File: config.mk
export PLATFORM = sky130hd
export DESIGN_NAME = fetch_stage
export DESIGN_NICKNAME = d
export VERILOG_FILES = /design/src/rtl/fetch_stage.sv
export SDC_FILE = /design/constraint.sdc
export NUM_CORES = 1
export LEC_CHECK = 0
export ABC_CLOCK_PERIOD_IN_PS = 14700
export BUFFER_PORTS_ARGS = -buffer_cell sky130_fd_sc_hd__buf_2
export CORE_ASPECT_RATIO = 0.75
export CORE_MARGIN = 3
export CORE_UTILIZATION = 58
export DETAILED_ROUTE_END_ITERATION = 12
export PLACE_DENSITY_LB_ADDON = 0.25
export REMOVE_ABC_BUFFERS = 1
export SLEW_MARGIN = 20
export SYNTH_ARGS = -nofsm -noshare
export SYNTH_HDL_FRONTEND = slang
export SYNTH_SLANG_ARGS = --single-unit
File: constraint.sdc
create_clock -name clk -period 14.7 [get_ports clk]
set_clock_uncertainty 0.15 [all_clocks]
set_input_delay 2.94 -clock clk [delete_from_list [all_inputs] [get_ports clk]]
set_output_delay 2.94 -clock clk [all_outputs]
set_load 0.03 [all_outputs]
File: src/rtl/fetch_stage.sv
// Instruction-fetch stage: owns the PC, addresses instruction memory and buffers
// fetched words in a small circular prefetch queue feeding decode.
module fetch_stage #(
    parameter int          DEPTH    = 2,
    parameter int          AW       = 6,
    parameter logic [31:0] RESET_PC = 32'h0000_0000
) (
    input  logic          clk,
    input  logic          reset,
    output logic [AW-1:0] imem_a,
    input  logic [31:0]   imem_rd,
    input  logic          redirect,
    input  logic [31:0]   redirect_pc,
    input  logic          id_ready,
    output logic          id_valid,
    output logic [31:0]   id_instr,
    output logic [31:0]   id_pc,
    output logic [31:0]   id_pcplus4
);

    localparam int          PW      = $clog2(DEPTH);
    localparam logic [PW:0] FULL    = (PW + 1)'(DEPTH);
    localparam logic [PW:0] CNT_ONE = (PW + 1)'(1);
    localparam logic [PW-1:0] PTR_ONE = PW'(1);

    logic [31:0]   pc;
    logic [31:0]   q_instr [DEPTH];
    logic [31:0]   q_pc    [DEPTH];
    logic [PW-1:0] rd_ptr;
    logic [PW-1:0] wr_ptr;
    logic [PW:0]   count;
    logic          deq;
    logic          enq;

    assign imem_a   = pc[AW+1:2];
    assign id_valid = (count != '0);
    assign deq      = id_valid & id_ready;
    // A full queue still accepts a word when the head leaves in the same cycle.
    assign enq      = ~redirect & ((count < FULL) | deq);

    // Control state: PC, pointers and occupancy.
    always_ff @(posedge clk) begin
        if (reset) begin
            pc     <= RESET_PC;
            rd_ptr <= '0;
            wr_ptr <= '0;
            count  <= '0;
        end else if (redirect) begin
            pc     <= redirect_pc & 32'hFFFF_FFFC;
            rd_ptr <= '0;
            wr_ptr <= '0;
            count  <= '0;
        end else begin
            if (enq) begin
                pc     <= pc + 32'd4;
                wr_ptr <= wr_ptr + PTR_ONE;
            end
            if (deq) begin
                rd_ptr <= rd_ptr + PTR_ONE;
            end
            case ({enq, deq})
                2'b10:   count <= count + CNT_ONE;
                2'b01:   count <= count - CNT_ONE;
                default: count <= count;
            endcase
        end
    end

    // Queue payload is left unreset; occupancy alone decides what is visible.
    always_ff @(posedge clk) begin
        if (enq) begin
            q_instr[wr_ptr] <= imem_rd;
            q_pc[wr_ptr]    <= pc;
        end
    end

    always_comb begin
        id_instr   = 32'd0;
        id_pc      = 32'd0;
        id_pcplus4 = 32'd0;
        if (id_valid) begin
            id_instr   = q_instr[rd_ptr];
            id_pc      = q_pc[rd_ptr];
            id_pcplus4 = q_pc[rd_ptr] + 32'd4;
        end
    end

endmodule

==> results.cfg <==
[setup_path]
critPathLaunchType = flip-flop
cp_max_fo = 47
path_class = reg2out
worst_setup_path_end_kind = primary output
critical_path_required_ns = 11.61
critPathArrivalTime_ns = 4.28

[final_layout]
area_growth_pct = 19.36
finish.cell_count_without_fillers = 978
fin_nets = 869
post_route_cells_drive_above_1_share_pct = 27.00
layout.cells.most_common = buf_2
top_library_cells_by_usage_in_the_layout_fill_and_taps_aside = buf_2 (164), edfxtp_1 (124), nor2_1 (105), mux2i_1 (62), nand2_1 (41)

[synthesis]
post_synth_num_cell_types = 58
yosys_warnings = 0
synth_edf_count = 124
synth_top_area_share_pct = 49.54
post_synthesis_cell_type_with_the_largest_combined_area = edfxtp_1
synth.ff_latch_count = 159
ys_top_cells_by_area = edfxtp_1 (50%), dfxtp_1 (9.3%), mux2i_1 (8.3%), nor2_1 (5.3%), xnor2_1 (4.5%)
average_footprint_of_a_synthesized_cell_um2 = 11.58
fraction_of_registers_with_async_set_reset_pct = 0
number_of_instances_in_the_synthesized_netlist = 649
syn-cell-area_um2 = 7516
synth_sequential_area_ratio_pct = 58.86
ys_dominant_reg_cell = edfxtp_1

[timing]
timing.fmax_ghz = 0.1356
tns_ns = 0
maxSlewHeadroom_pct = 39.05
final.min_clock_period_ns = 7.373
grt_setup_unrepaired = no
slew_violations = 0
finalSetupViolCount = 0
hold_viol_final = 0
timing_worst_slew_pin_value_ns = 0.9142
share_of_the_clock_period_used_by_the_worst_path_pct = 50.15

[floorplanning]
die_width_um = 137.4
floorplan_core_area_um2 = 12480
initial_core_util_pct = 60.22
ioPinCount = 171
rows = 35
chipHeight_um = 104.6
fp.dieArea_um2 = 14370

[global_route]
grt_start_max_net_pins = 80
via_count_of_the_first_global_routing_pass = 5409
initial_antenna_violation_count = 1
grt_first_pass_wirelength_mm = 26.72
grt.total_usage_pct = 23.74
grt.overflow.total = 0

[cts]
cts_made_buffers = 17
cts.repair.resized = 0
ctsRootBufferMaster = clkbuf_16
cts-hold-fix-buffers = 0
max-clock-path-buffers = 2
postCtsSetupRepairBufs = 0
cts.reportedPaths.clkPinSlew_ns = 0.06
cts_num_sinks = 159
worstSkewPairLatency_ns = 0.41
htree_levels = 4
tritoncts = built

[power]
cellInternalPower_uw = 791.4
worst_vdd_drop_mv = 0.09050
power.share.sequential_pct = 48.9
combinationalPowerShare_pct = 11.9
p_leak_nw = 3.370
power_density_nw_per_um2 = 120.5
p_sw_share_pct = 26.77
switching_pwr_uw = 289.3
power.clock.fraction_pct = 39.2

[detailed_routing]
vias_per_cell = 5.666
drt_iter0_drc = 520
vias = 5541
wire_per_inst_um = 17.29
drt-total-wl_mm = 16.91
dr.pass1.iters = 5
drt.antenna.violating_nets = 0
route.detailed.drc = 0

[worst_hold_path]
timing.hold.worst.class = reg2reg

[flow_run]
drv_cap = 0

[placement]
dpl.cell_count = 945
place_congestion = 0.8366
dpl.hpwl_mm = 11.38
buffer_ports.inserted = 164

[run_status]
outcome = complete, no violations
==> synthesized netlist by cell type, drive strengths merged, types with 4 or more instances <==
cell	n
mux2i	62
nand2b	4
edfxtp	124
o31ai	7
inv	10
clkbuf	24
xnor2	39
nand4	15
nand3b	5
o21ai	14
buf	21
dfxtp	35
a211oi	16
nand4b	6
or3	4
nand2	41
a21oi	11
nor2	107
mux2	4
nor4	9
nor3	18
nand3	23
and2	8
==> kinds of logic after synthesis <==
| group | Yosys count | synth area share [%] |
|---|---|---|
| AOI/OAI and AO/OA | 71 | 6.559 |
| xor gates and xnor gates | 42 | 4.894 |
| adders and majority gates | 3 | 0.4995 |
| buffers and inverters | 56 | 3.746 |
| DFF | 159 | 58.86 |
| muxes | 66 | 8.856 |
| other | 1 | 0.04989 |
| and+or+nand+nor | 251 | 16.53 |
==> registers in the layout, indices dropped and copies added, names as in the netlist, named ones only <==
| signal | flops |
|---|---|
| q_instr | 64 |
| q_pc | 60 |
| pc | 30 |
| count | 2 |
| rd_ptr | 1 |
| wr_ptr | 1 |
==> power groups by stage <==
stage                     Sequential [mW]  Combinational, mW  Clock, mW
final                               0.529              0.128      0.423
after detailed placement            0.538              0.129          0
after global routing                0.532              0.140      0.448
after global placement              0.536              0.126          0
after floorplan                     0.537             0.0846          0
after CTS                           0.529              0.129      0.429
==> worst paths after layout <==
check	from	endpoint	slack, ns	cells after the start
worst max-delay path	flip-flop	id_pcplus4[30]	7.33	7
worst min-delay path	pc[30]	q_pc[0][30]	0.31	0
worst max register to register	count[0]	count[1]	11.70	8
worst min register to register	pc[30]	q_pc[0][30]	0.31	0
==> worst max-delay path, cell delays in order (launching register included) <==
cell	delay (ns)
dfxtp_4	0.76
buf_4	0.68
nand4_1	0.30
a222oi_1	0.84
nand3_2	0.36
nor4b_2	0.34
mux2_1	0.35
buf_2	0.18
==> routing by layer <==
metal	vias to the layer above	GRT usage, %	part of all wire, %
li1	2669	-	-
met1	2591	31.56	42
met2	250	37.08	46
met3	29	6.833	9.7
met4	2	8.832	1.9
met5	-	0	0.059
==> stage by stage <==
| stage | area, µm² | hold WS [ns] | total power, mW | setup slack (ns) | util (%) |
|---|---|---|---|---|---|
| after floorplan | 7287 | 0.2756 | 0.6219 | 6.651 | - |
| after global placement | 8396 | 0.2916 | 0.6619 | 7.904 | 67.27 |
| after detailed placement | 8396 | 0.2990 | 0.6670 | 7.855 | 67.27 |
| after CTS | 8969 | 0.3147 | 1.087 | 7.358 | 71.86 |
| after global routing | 8969 | 0.3467 | 1.119 | 7.020 | 71.86 |
| final | 8971 | 0.3115 | 1.081 | 7.327 | 71.88 |
==> final cells by class <==
cell class	count	area (µm²)
clock inverter	15	147.6
clock buffer	17	425.4
fill	905	3510
inverter	11	41.29
timing repair buffer	172	880.8
antenna	1	2.502
sequential	159	4428
tap	166	207.7
multi-input combinational	437	2838
Power figures use the tool's default switching activity.
